[src/rtl/axi3_wr_arbiter_if.sv]
// AXI3 write-channel bundle (AW/W/B) for NP ports packed side by side; slot i of each
// field lives at [i*width +: width]. B id/resp are shared by all NP ports.
interface axi3_wr_arbiter_if #(
  parameter int unsigned NP = 1,
  parameter int unsigned AW = 32,
  parameter int unsigned DW = 32,
  parameter int unsigned IW = 4
);
  localparam int unsigned SW = DW / 8;

  logic [NP*IW-1:0] awid;
  logic [NP*AW-1:0] awaddr;
  logic [NP*4-1:0]  awlen;
  logic [NP*3-1:0]  awsize;
  logic [NP*2-1:0]  awburst;
  logic [NP-1:0]    awvalid;
  logic [NP-1:0]    awready;

  logic [NP*IW-1:0] wid;
  logic [NP*DW-1:0] wdata;
  logic [NP*SW-1:0] wstrb;
  logic [NP-1:0]    wlast;
  logic [NP-1:0]    wvalid;
  logic [NP-1:0]    wready;

  logic [IW-1:0]    bid;
  logic [1:0]       bresp;
  logic [NP-1:0]    bvalid;
  logic [NP-1:0]    bready;

  modport master (
    output awid, awaddr, awlen, awsize, awburst, awvalid,
    output wid, wdata, wstrb, wlast, wvalid,
    output bready,
    input  awready, wready, bid, bresp, bvalid
  );

  modport slave (
    input  awid, awaddr, awlen, awsize, awburst, awvalid,
    input  wid, wdata, wstrb, wlast, wvalid,
    input  bready,
    output awready, wready, bid, bresp, bvalid
  );
endinterface

[src/rtl/axi3_wr_arbiter.sv]
// Round-robin N:1 AXI3 write arbiter, one transaction outstanding, grant held AW->W->B.
// Optional WID/WLAST checking is enabled by defining AXI3_ARB_WID_CHECK_EN.
module axi3_wr_arbiter #(
  parameter int unsigned N  = 4,
  parameter int unsigned AW = 32,
  parameter int unsigned DW = 32,
  parameter int unsigned IW = 4
) (
  input  logic             ACLK,
  input  logic             ARESET,
  axi3_wr_arbiter_if.slave  s,
  axi3_wr_arbiter_if.master m,
  output logic [N-1:0]     grant,
  output logic             wid_err
);

  localparam int unsigned SW = DW / 8;
  localparam int unsigned PW = $clog2(N);

  typedef enum logic [1:0] {StIdle, StAddr, StData, StResp} state_e;

  state_e          state_q, state_d;
  logic [PW-1:0]   ptr_q, ptr_d;
  logic [PW-1:0]   gidx_q, gidx_d;
  logic [N-1:0]    grant_q, grant_d;
  logic [3:0]      cnt_q, cnt_d;
  logic [IW-1:0]   awid_q, awid_d;
  logic [AW-1:0]   awaddr_q, awaddr_d;
  logic [3:0]      awlen_q, awlen_d;
  logic [2:0]      awsize_q, awsize_d;
  logic [1:0]      awburst_q, awburst_d;

  logic [2*N-1:0]  req_dbl;
  logic [N-1:0]    req_rot;
  logic [PW-1:0]   offs;
  logic [PW:0]     pick_sum;
  logic [PW-1:0]   pick;
  logic            any_req;
  logic            w_hs;
  logic            b_hs;

  // Rotate requests so bit 0 is the pointer slot; lowest set bit is the winner.
  always_comb begin
    req_dbl  = {s.awvalid, s.awvalid} >> ptr_q;
    req_rot  = req_dbl[N-1:0];
    offs     = '0;
    for (int k = int'(N) - 1; k >= 0; k--) begin
      if (req_rot[k]) offs = PW'(k);
    end
    any_req  = |req_rot;
    pick_sum = {1'b0, ptr_q} + {1'b0, offs};
    pick     = (pick_sum >= (PW+1)'(N)) ? PW'(pick_sum - (PW+1)'(N)) : pick_sum[PW-1:0];
  end

  always_comb begin
    w_hs = (state_q == StData) && s.wvalid[gidx_q] && m.wready[0];
    b_hs = (state_q == StResp) && m.bvalid[0] && s.bready[gidx_q];
  end

  always_comb begin
    state_d   = state_q;
    ptr_d     = ptr_q;
    gidx_d    = gidx_q;
    grant_d   = grant_q;
    cnt_d     = cnt_q;
    awid_d    = awid_q;
    awaddr_d  = awaddr_q;
    awlen_d   = awlen_q;
    awsize_d  = awsize_q;
    awburst_d = awburst_q;
    unique case (state_q)
      StIdle: begin
        if (any_req) begin
          gidx_d    = pick;
          grant_d   = {{(N-1){1'b0}}, 1'b1} << pick;
          awid_d    = s.awid[pick*IW +: IW];
          awaddr_d  = s.awaddr[pick*AW +: AW];
          awlen_d   = s.awlen[pick*4 +: 4];
          awsize_d  = s.awsize[pick*3 +: 3];
          awburst_d = s.awburst[pick*2 +: 2];
          state_d   = StAddr;
        end
      end
      StAddr: begin
        if (m.awready[0]) begin
          cnt_d   = awlen_q;
          ptr_d   = (gidx_q == PW'(N - 1)) ? '0 : gidx_q + PW'(1);
          state_d = StData;
        end
      end
      StData: begin
        if (w_hs) begin
          cnt_d = cnt_q - 4'd1;
          if (cnt_q == 4'd0) state_d = StResp;
        end
      end
      StResp: begin
        if (b_hs) begin
          grant_d = '0;
          state_d = StIdle;
        end
      end
      default: state_d = StIdle;
    endcase
  end

  always_ff @(posedge ACLK or posedge ARESET) begin
    if (ARESET) begin
      state_q   <= StIdle;
      ptr_q     <= '0;
      gidx_q    <= '0;
      grant_q   <= '0;
      cnt_q     <= '0;
      awid_q    <= '0;
      awaddr_q  <= '0;
      awlen_q   <= '0;
      awsize_q  <= '0;
      awburst_q <= '0;
    end else begin
      state_q   <= state_d;
      ptr_q     <= ptr_d;
      gidx_q    <= gidx_d;
      grant_q   <= grant_d;
      cnt_q     <= cnt_d;
      awid_q    <= awid_d;
      awaddr_q  <= awaddr_d;
      awlen_q   <= awlen_d;
      awsize_q  <= awsize_d;
      awburst_q <= awburst_d;
    end
  end

  // Only the granted slot ever sees a ready/valid; everything else stays low.
  always_comb begin
    s.awready  = '0;
    s.wready   = '0;
    s.bvalid   = '0;
    s.bid      = m.bid;
    s.bresp    = m.bresp;
    m.awvalid  = 1'b0;
    m.awid     = awid_q;
    m.awaddr   = awaddr_q;
    m.awlen    = awlen_q;
    m.awsize   = awsize_q;
    m.awburst  = awburst_q;
    m.wid      = s.wid[gidx_q*IW +: IW];
    m.wdata    = s.wdata[gidx_q*DW +: DW];
    m.wstrb    = s.wstrb[gidx_q*SW +: SW];
    m.wlast    = 1'b0;
    m.wvalid   = 1'b0;
    m.bready   = 1'b0;
    unique case (state_q)
      StAddr: begin
        m.awvalid         = 1'b1;
        s.awready[gidx_q] = m.awready[0];
      end
      StData: begin
        m.wvalid         = s.wvalid[gidx_q];
        m.wlast          = (cnt_q == 4'd0);
        s.wready[gidx_q] = m.wready[0];
      end
      StResp: begin
        m.bready         = s.bready[gidx_q];
        s.bvalid[gidx_q] = m.bvalid[0];
      end
      default: ;
    endcase
  end

  assign grant = grant_q;

`ifdef AXI3_ARB_WID_CHECK_EN
  logic wid_err_q;
  logic wid_bad;

  assign wid_bad = (s.wid[gidx_q*IW +: IW] != awid_q) ||
                   (s.wlast[gidx_q] != (cnt_q == 4'd0));

  // Sticky until reset; the offending beat is forwarded regardless.
  always_ff @(posedge ACLK or posedge ARESET) begin
    if (ARESET) begin
      wid_err_q <= 1'b0;
    end else if (w_hs && wid_bad) begin
      wid_err_q <= 1'b1;
    end
  end

  assign wid_err = wid_err_q;
`else
  logic unused_wlast;
  assign unused_wlast = ^s.wlast;
  assign wid_err      = 1'b0;
`endif

endmodule

[src/flat_wrapper.sv]
// flat-port wrapper written by rule: the top's interface ports become plain ports
module axi3_wr_arbiter_flat 
#(
  parameter int unsigned N  = 4,
  parameter int unsigned AW = 32,
  parameter int unsigned DW = 32,
  parameter int unsigned IW = 4
)
  (ACLK, ARESET, grant, wid_err, s_awid, s_awaddr, s_awlen, s_awsize, s_awburst, s_awvalid, s_wid, s_wdata, s_wstrb, s_wlast, s_wvalid, s_bready, s_awready, s_wready, s_bid, s_bresp, s_bvalid, m_awid, m_awaddr, m_awlen, m_awsize, m_awburst, m_awvalid, m_wid, m_wdata, m_wstrb, m_wlast, m_wvalid, m_bready, m_awready, m_wready, m_bid, m_bresp, m_bvalid);
  axi3_wr_arbiter_if #(.NP(N), .AW(AW), .DW(DW), .IW(IW)) s_i ();
  axi3_wr_arbiter_if #(.NP(1), .AW(AW), .DW(DW), .IW(IW)) m_i ();
  input  logic ACLK;
  input  logic ARESET;
  output logic [N-1:0] grant;
  output logic wid_err;
  input wire logic [$bits(s_i.awid)-1:0] s_awid;
  input wire logic [$bits(s_i.awaddr)-1:0] s_awaddr;
  input wire logic [$bits(s_i.awlen)-1:0] s_awlen;
  input wire logic [$bits(s_i.awsize)-1:0] s_awsize;
  input wire logic [$bits(s_i.awburst)-1:0] s_awburst;
  input wire logic [$bits(s_i.awvalid)-1:0] s_awvalid;
  input wire logic [$bits(s_i.wid)-1:0] s_wid;
  input wire logic [$bits(s_i.wdata)-1:0] s_wdata;
  input wire logic [$bits(s_i.wstrb)-1:0] s_wstrb;
  input wire logic [$bits(s_i.wlast)-1:0] s_wlast;
  input wire logic [$bits(s_i.wvalid)-1:0] s_wvalid;
  input wire logic [$bits(s_i.bready)-1:0] s_bready;
  output wire logic [$bits(s_i.awready)-1:0] s_awready;
  output wire logic [$bits(s_i.wready)-1:0] s_wready;
  output wire logic [$bits(s_i.bid)-1:0] s_bid;
  output wire logic [$bits(s_i.bresp)-1:0] s_bresp;
  output wire logic [$bits(s_i.bvalid)-1:0] s_bvalid;
  output wire logic [$bits(m_i.awid)-1:0] m_awid;
  output wire logic [$bits(m_i.awaddr)-1:0] m_awaddr;
  output wire logic [$bits(m_i.awlen)-1:0] m_awlen;
  output wire logic [$bits(m_i.awsize)-1:0] m_awsize;
  output wire logic [$bits(m_i.awburst)-1:0] m_awburst;
  output wire logic [$bits(m_i.awvalid)-1:0] m_awvalid;
  output wire logic [$bits(m_i.wid)-1:0] m_wid;
  output wire logic [$bits(m_i.wdata)-1:0] m_wdata;
  output wire logic [$bits(m_i.wstrb)-1:0] m_wstrb;
  output wire logic [$bits(m_i.wlast)-1:0] m_wlast;
  output wire logic [$bits(m_i.wvalid)-1:0] m_wvalid;
  output wire logic [$bits(m_i.bready)-1:0] m_bready;
  input wire logic [$bits(m_i.awready)-1:0] m_awready;
  input wire logic [$bits(m_i.wready)-1:0] m_wready;
  input wire logic [$bits(m_i.bid)-1:0] m_bid;
  input wire logic [$bits(m_i.bresp)-1:0] m_bresp;
  input wire logic [$bits(m_i.bvalid)-1:0] m_bvalid;
  assign s_i.awid = s_awid;
  assign s_i.awaddr = s_awaddr;
  assign s_i.awlen = s_awlen;
  assign s_i.awsize = s_awsize;
  assign s_i.awburst = s_awburst;
  assign s_i.awvalid = s_awvalid;
  assign s_i.wid = s_wid;
  assign s_i.wdata = s_wdata;
  assign s_i.wstrb = s_wstrb;
  assign s_i.wlast = s_wlast;
  assign s_i.wvalid = s_wvalid;
  assign s_i.bready = s_bready;
  assign s_awready = s_i.awready;
  assign s_wready = s_i.wready;
  assign s_bid = s_i.bid;
  assign s_bresp = s_i.bresp;
  assign s_bvalid = s_i.bvalid;
  assign m_awid = m_i.awid;
  assign m_awaddr = m_i.awaddr;
  assign m_awlen = m_i.awlen;
  assign m_awsize = m_i.awsize;
  assign m_awburst = m_i.awburst;
  assign m_awvalid = m_i.awvalid;
  assign m_wid = m_i.wid;
  assign m_wdata = m_i.wdata;
  assign m_wstrb = m_i.wstrb;
  assign m_wlast = m_i.wlast;
  assign m_wvalid = m_i.wvalid;
  assign m_bready = m_i.bready;
  assign m_i.awready = m_awready;
  assign m_i.wready = m_wready;
  assign m_i.bid = m_bid;
  assign m_i.bresp = m_bresp;
  assign m_i.bvalid = m_bvalid;
  axi3_wr_arbiter #(.N(N), .AW(AW), .DW(DW), .IW(IW)) u_core (.ACLK(ACLK), .ARESET(ARESET), .s(s_i), .m(m_i), .grant(grant), .wid_err(wid_err));
endmodule
[config.mk]
export PLATFORM = sky130hd
export DESIGN_NAME = axi3_wr_arbiter_flat
export DESIGN_NICKNAME = d
export VERILOG_FILES = /design/src/rtl/axi3_wr_arbiter_if.sv /design/src/rtl/axi3_wr_arbiter.sv /design/src/flat_wrapper.sv
export SDC_FILE = /design/constraint.sdc
export NUM_CORES = 1
export LEC_CHECK = 0
export ABC_AREA = 1
export CAP_MARGIN = 0
export CORE_AREA = 2 2 186 188
export DETAILED_ROUTE_END_ITERATION = 12
export DIE_AREA = 0 0 188 190
export HOLD_SLACK_MARGIN = 0.15
export SLEW_MARGIN = 15
export SYNTH_ARGS = -nofsm -noshare
export SYNTH_HDL_FRONTEND = slang
export SYNTH_SLANG_ARGS = --single-unit
[constraint.sdc]
create_clock -name ACLK -period 6.4 [get_ports ACLK]
set_input_delay 1.28 -clock ACLK [delete_from_list [all_inputs] [get_ports ACLK]]
set_output_delay 1.28 -clock ACLK [all_outputs]
set_load 0.01 [all_outputs]
=== After elaboration in Yosys (flattened, before gate mapping) ===
Cells that the tools add are included.

* $add $sub $neg: 4
* $mul: 1
* Order comparisons: 3
* Eq/ne operators: 9
* Shift-type cells: 10
* Muxes and demuxes: 31
* Bitwise gates (word level): 3
* Reductions and logical operators: 15

{| class="wikitable"
|+ Operators with widths
! cell !! number
|-
| 128-bit by 8-bit variable part select with 32-bit output || 2
|-
| 16-bit by 5-bit variable part select with 4-bit output || 4
|-
| 4-bit two-way mux || 7
|-
| 2-bit two-way mux || 11
|-
| 4-bit case mux with 2 select lines || 2
|-
| 4-bit bitwise AND || 3
|-
| 12-bit by 5-bit variable part select with 3-bit output || 1
|-
| 2-bit case mux with 4 select lines || 1
|-
| 8-bit by 4-bit variable part select with 2-bit output || 1
|-
| 8-bit by 2-bit right shift with 4-bit output || 1
|-
| 1-bit two-way mux || 7
|-
| 2-bit == test, second input constant || 3
|-
| 2-bit by 1-bit != test with 1-bit output, second input constant || 3
|-
| 3-bit AND reduction || 2
|-
| 1-bit logical AND || 5
|-
| 5-bit AND reduction || 1
|-
| 1-bit binary-select mux with 2-bit select || 2
|-
| 4-bit logical NOT || 1
|-
| 2-bit by 2-bit multiplier with 4-bit output, second input constant || 1
|-
| 2-bit != test, second input constant || 2
|-
| 2-bit AND reduction || 2
|-
| 2-bit nonzero test || 2
|-
| 4-bit OR reduction || 1
|-
| 1-bit by 2-bit << shifter with 4-bit output, first input constant || 1
|-
| 10 further kinds || 10
|}

* Bits in registers: 59
* Input bits: 367
* Output and inout bits: 112

=== Depth between registers and ports, before layout ===
* Depth after elaboration: 11
* Gate-level depth with buffers: 16
* Mapped depth without buffers: 14

=== Worst setup path after synthesis ===
No wires, ideal clock.

* Path kind: input-to-reg
* From: input port s_awvalid[1]
* To: register u_core.awaddr_q[0], in the netlist u_core.m.awaddr[0]
* Setup time: 0.118 ns
* Arrival: 2.996 ns
* Data required time: 6.282 ns
* Path slack: 3.286 ns
* Stages: 13
* Buffers on the path: 3
* Cell sequence: nand2_1 -> nand3_1 -> nand2_1 -> nand3_1 -> a21boi_0 -> ha_1 -> clkbuf_1 -> buf_4 -> buf_1 -> mux2i_1 -> nand2_1 -> nand3_1 -> nand2_1

* Word-level cells in the longest chain between the ends: 9
* Elaborated cells between the ends (all ways): 12
* Classes of those cells: 2 x add/sub; 1 x order compare; 2 x shift; 5 x mux; 2 x reduce/logical

{| class="wikitable"
|+ RTL lines
! what !! line !! text
|-
| start, declared || flat_wrapper.sv:21 || <nowiki>input wire logic [$bits(s_i.awvalid)-1:0] s_awvalid;</nowiki>
|-
| 8-bit by 2-bit right shift with 4-bit output * || axi3_wr_arbiter.sv:44 || <nowiki>req_dbl = {s.awvalid, s.awvalid} >> ptr_q;</nowiki>
|-
| 2-bit two-way mux (3 in series) || axi3_wr_arbiter.sv:48 || <nowiki>if (req_rot[k]) offs = PW'(k);</nowiki>
|-
| 2-bit two-way mux * || axi3_wr_arbiter.sv:48 ||
|-
| 2-bit by 2-bit adder with 3-bit output * || axi3_wr_arbiter.sv:51 || <nowiki>pick_sum = {1'b0, ptr_q} + {1'b0, offs};</nowiki>
|-
| 3-bit >= comparator or 2-bit by 1-bit subtractor with 2-bit output (tied branches) || axi3_wr_arbiter.sv:52 || <nowiki>pick = (pick_sum >= (PW+1)'(N)) ? PW'(pick_sum - (PW+1)'(N)) : pick_sum[PW-1:0];</nowiki>
|-
| 2-bit two-way mux * || axi3_wr_arbiter.sv:52 ||
|-
| named net u_core.pick[0] || axi3_wr_arbiter.sv:37 || <nowiki>logic [PW-1:0] pick;</nowiki>
|-
| 128-bit by 8-bit variable part select with 32-bit output * || axi3_wr_arbiter.sv:77 || <nowiki>awaddr_d = s.awaddr[pick*AW +: AW];</nowiki>
|-
| end signal, assigned || axi3_wr_arbiter.sv:126 || <nowiki>awaddr_q <= awaddr_d;</nowiki>
|-
| end, declared || axi3_wr_arbiter.sv:28 || <nowiki>logic [AW-1:0] awaddr_q, awaddr_d;</nowiki>
|}

The timed path passes the listed nets; every way through them passes the cells marked *.
A chain may end at the register's enable or synchronous reset.

=== Final worst setup path ===
* From: input port s_awvalid[1]
* To: register u_core.awaddr_q[31], in the netlist u_core.m.awaddr[31]

* Word-level cells in the longest chain between the ends: 9
* Elaborated cells between the ends (all ways): 12
* Classes of those cells: 2 x add/sub; 1 x order compare; 2 x shift; 5 x mux; 2 x reduce/logical

{| class="wikitable"
|+ RTL lines
! what !! line
|-
| 8-bit by 2-bit right shift with 4-bit output * || axi3_wr_arbiter.sv:44
|-
| 2-bit two-way mux (4 in series) || axi3_wr_arbiter.sv:48
|-
| 2-bit by 2-bit adder with 3-bit output || axi3_wr_arbiter.sv:51
|-
| 3-bit >= comparator or 2-bit by 1-bit subtractor with 2-bit output (tied branches) || axi3_wr_arbiter.sv:52
|-
| 2-bit two-way mux || axi3_wr_arbiter.sv:52
|-
| 128-bit by 8-bit variable part select with 32-bit output || axi3_wr_arbiter.sv:77
|}

Every way passes the cells marked *; elsewhere a longest branch is shown, timed or not.

==> flow_metrics.py <==
metrics = {
    "sta": {
        "drv_slew": 0,
        "hold_violations": 0,
        "worst_slew_pin_slew_ns": 1.096,
        "clock_skew_ns": 0.009474,
        "relSlewSlack_pct": 26.64,
        "rsz0062_at_grt": "no",
        "setup_violations": 0,
        "max_freq_mhz": 226.3,
        "fin_crit_sh_pct": 69.05,
        "period_needed_ns": 4.419,
        "fin_tns_setup_ns": 0,
        "holdWs_ns": 0.4764,
        "setup_ws_ns": 1.981,
    },
    "placed_design": {
        "place_ws_ns": 1.526,
        "dp_hpwl_um": 22380,
        "placedCellCount": 1662,
        "port_buffers": 461,
        "place.gp.congestion": 0.8248,
    },
    "clock_tree": {
        "cts_hold_buffers": 0,
        "clk_path_buf_depth": 2,
        "clk_latency_ns": 0.34,
        "cts_sinks": 59,
        "cts_buffers": 9,
        "cts_tree": "yes",
        "clk_pin_slew_ns": 0.05,
        "clock_tree.root_cell": "clkbuf_16",
        "post_cts_buffers": 0,
        "htreeDepth": 3,
        "cts_resized": 0,
    },
    "finish": {
        "area_growth_pct": 97.52,
        "nets": 1595,
        "drive_gt1_share_pct": 2.944,
        "fin_cells": 1680,
    },
    "detailed_routing": {
        "drc": 0,
        "viasPerCell": 4.326,
        "firstDrtPassIters": 5,
        "final_antenna_net_count": 0,
        "wl_per_cell_um": 16.80,
        "drt_iter0_markers": 226,
        "wirelength_um": 28220,
        "vias": 7267,
    },
    "die": {
        "core_area_mm2": 0.03395,
        "row_count": 68,
        "die_h_um": 190,
        "die-width_um": 188,
        "start_util_pct": 15.91,
        "ios": 479,
        "die_area_mm2": 0.03572,
    },
    "setup_path": {
        "cpMostUsedCell": "nand2_1",
        "worstPathArrival_ns": 4.69,
        "cp_cell_sequence": "clkdlybuf4s50_1 > nand2_1 > nand3_1 > nand2_1 > nand3_1 > a21boi_0 > ha_4 > xor2_1 > inv_1 > nand3_2 > buf_4 > nand2_2 > nand2_1 > nand3_1 > nand2_1",
        "crit_slowest_cell": "nand2_2",
        "setup.worst_path.start_class": "input port",
        "path_class": "input port to flip-flop",
        "slowest_delay_ns": 0.78,
        "cp_max_fo": 49,
        "cp-end-kind": "flip-flop",
        "cp.required_ns": 6.67,
    },
    "global_route": {
        "grt_pass1_vias": 7114,
        "overflow": 0,
        "globalRouteTotalUtil_pct": 15.06,
        "grt_max_degree": 87,
        "grt_pass1_wl_um": 41180,
        "antenna_found_initial": 4,
    },
    "pwr": {
        "leakage_nw": 4.595,
        "p_comb_share_pct": 78.1,
        "p_switching_w": 0.002719,
        "internal-power_w": 0.002780,
        "power.share.clock_pct": 9.1,
        "swShare_pct": 49.44,
        "seqPwrFrac_pct": 12.9,
        "p_per_area_mw_per_mm2": 515.5,
        "vdd_drop_max_v": 0.0002884,
    },
    "yosys": {
        "synth-seq-area-share_pct": 27.33,
        "synth-seq-cells": 59,
        "yosys_warnings": 0,
        "synth_nets": 1182,
        "syn_avg_cell_area_um2": 6.710,
        "yosysUniqueCellTypes": 27,
        "syn_inst": 805,
        "synthesis.area_mm2": 0.005401,
    },
    "run": {
        "drv_cap": 0,
    },
    "status": {
        "status": "finished clean",
    },
    "hold_path": {
        "hold_path.class": "flip-flop to flip-flop",
    },
}
sequential cells by signal, indices dropped and copies added, names as in the netlist:
| signal | count |
|---|---|
| u_core.m.awlen | 4 |
| u_core.state_q | 2 |
| u_core.m.awid | 4 |
| u_core.cnt_q | 4 |
| u_core.m.awburst | 2 |
| u_core.m.awaddr | 32 |
| u_core.grant | 4 |
| u_core.ptr_q | 2 |
| u_core.gidx_q | 2 |
| u_core.m.awsize | 3 |
per-layer routing:
metal,vias to the layer above,global-route usage [%],share of wire (%)
met5,-,0,0
met4,0,5.027,2.1
met3,34,3.855,7.7
met2,361,27.90,51
met1,3307,16.69,39
li1,3565,-,-
power groups by stage:
stage	clock network (W)	logic, W	registers [W]
5_1_grt	0.000536	0.00475	0.000735
3_5_place_dp	0	0.00436	0.000711
2_1_floorplan	0	0.00263	0.000762
6_report	0.000499	0.00429	0.000707
3_3_place_gp	0	0.00434	0.000704
4_1_cts	0.000523	0.00436	0.000711
cell usage after synthesis:
library cell	count	area, um^2
inv_1	22	82.58
a21oi_1	5	25.02
o21ai_0	94	470.5
dfrtp_1	59	1476
ha_1	10	125.1
buf_2	17	85.08
a31oi_1	1	6.260
nand3_2	1	10.01
o21ai_1	2	10.01
inv_2	4	15.01
nand2_1	191	716.9
nor2_2	1	6.260
buf_6	2	22.52
clkbuf_1	31	116.4
clkinv_1	1	3.750
a21boi_0	1	7.510
nor3_1	5	25.02
xor2_1	2	17.52
nand4_1	3	18.77
mux2i_1	90	900.9
buf_4	9	67.56
nor2_1	95	356.6
nand2_2	2	12.51
o22ai_1	40	250.2
nand3_1	107	535.5
buf_1	9	33.78
conb_1	1	3.750
cells by family after synthesis:
kind of cell	synth area share (%)
AND/OR/NAND/NOR	31.13
AO/OA/AOI/OAI	14.25
buffers and inverters	7.899
multiplexers	16.68
flip-flops	27.33
adder cells (fa/ha/maj)	2.316
XOR/XNOR	0.3244
other	0.06943
stage by stage:
stage,cell area [um^2],util [%],power [W]
6_report,10670,31.43,0.005500
5_1_grt,10670,31.43,0.006019
4_1_cts,10660,31.41,0.005592
3_5_place_dp,10360,30.51,0.005066
3_3_place_gp,10360,30.51,0.005040
2_1_floorplan,5401,-,0.003388
worst paths after layout:
path	startpoint	endpoint	slack (ns)	depth (start not counted)
worst max-delay path	s_awvalid[1]	u_core.m.awaddr[31]	1.98	15
worst min-delay path	u_core.m.awaddr[30]	u_core.m.awaddr[30]	0.48	2
worst max register to register	u_core.ptr_q[0]	u_core.m.awaddr[31]	2.83	15
worst min register to register	u_core.m.awaddr[30]	u_core.m.awaddr[30]	0.48	2
max in group asynchronous	ARESET	u_core.gidx_q[0]	4.26	3
min in group asynchronous	ARESET	u_core.m.awaddr[25]	1.48	3
worst max-delay path: cells and delay by family:
family / cells / cell delay [ns]
buffers and inverters: 3 / 0.96
XOR/XNOR: 1 / 0.22
AO/OA/AOI/OAI: 1 / 0.33
adder cells (fa/ha/maj): 1 / 0.19
AND/OR/NAND/NOR: 9 / 1.67
layout make-up:
class | count | area [um^2]
diodes | 2 | 5.005
clock buffers | 12 | 256.5
clock inverters | 4 | 48.80
fillers | 3609 | 23280
inverters | 27 | 101.3
multi-input cells | 651 | 3516
flip-flops and latches | 59 | 1478
well taps | 455 | 569.3
repair buffers | 470 | 4695
placed cells by master (no fill, tap or decap), drive strengths merged, types with 2 or more instances in the layout:
cell type and instances:
clkdlybuf4s50 461, nand2 193, nand3 108, nor2 96, o21ai 96, mux2i 90, dfrtp 59, o22ai 40
inv 26, clkbuf 12, ha 10, buf 9, a21oi 5, nor3 5, clkinv 4, nand4 3
diode 2, xor2 2
Note: power is estimated with default switching activity, not from simulation.
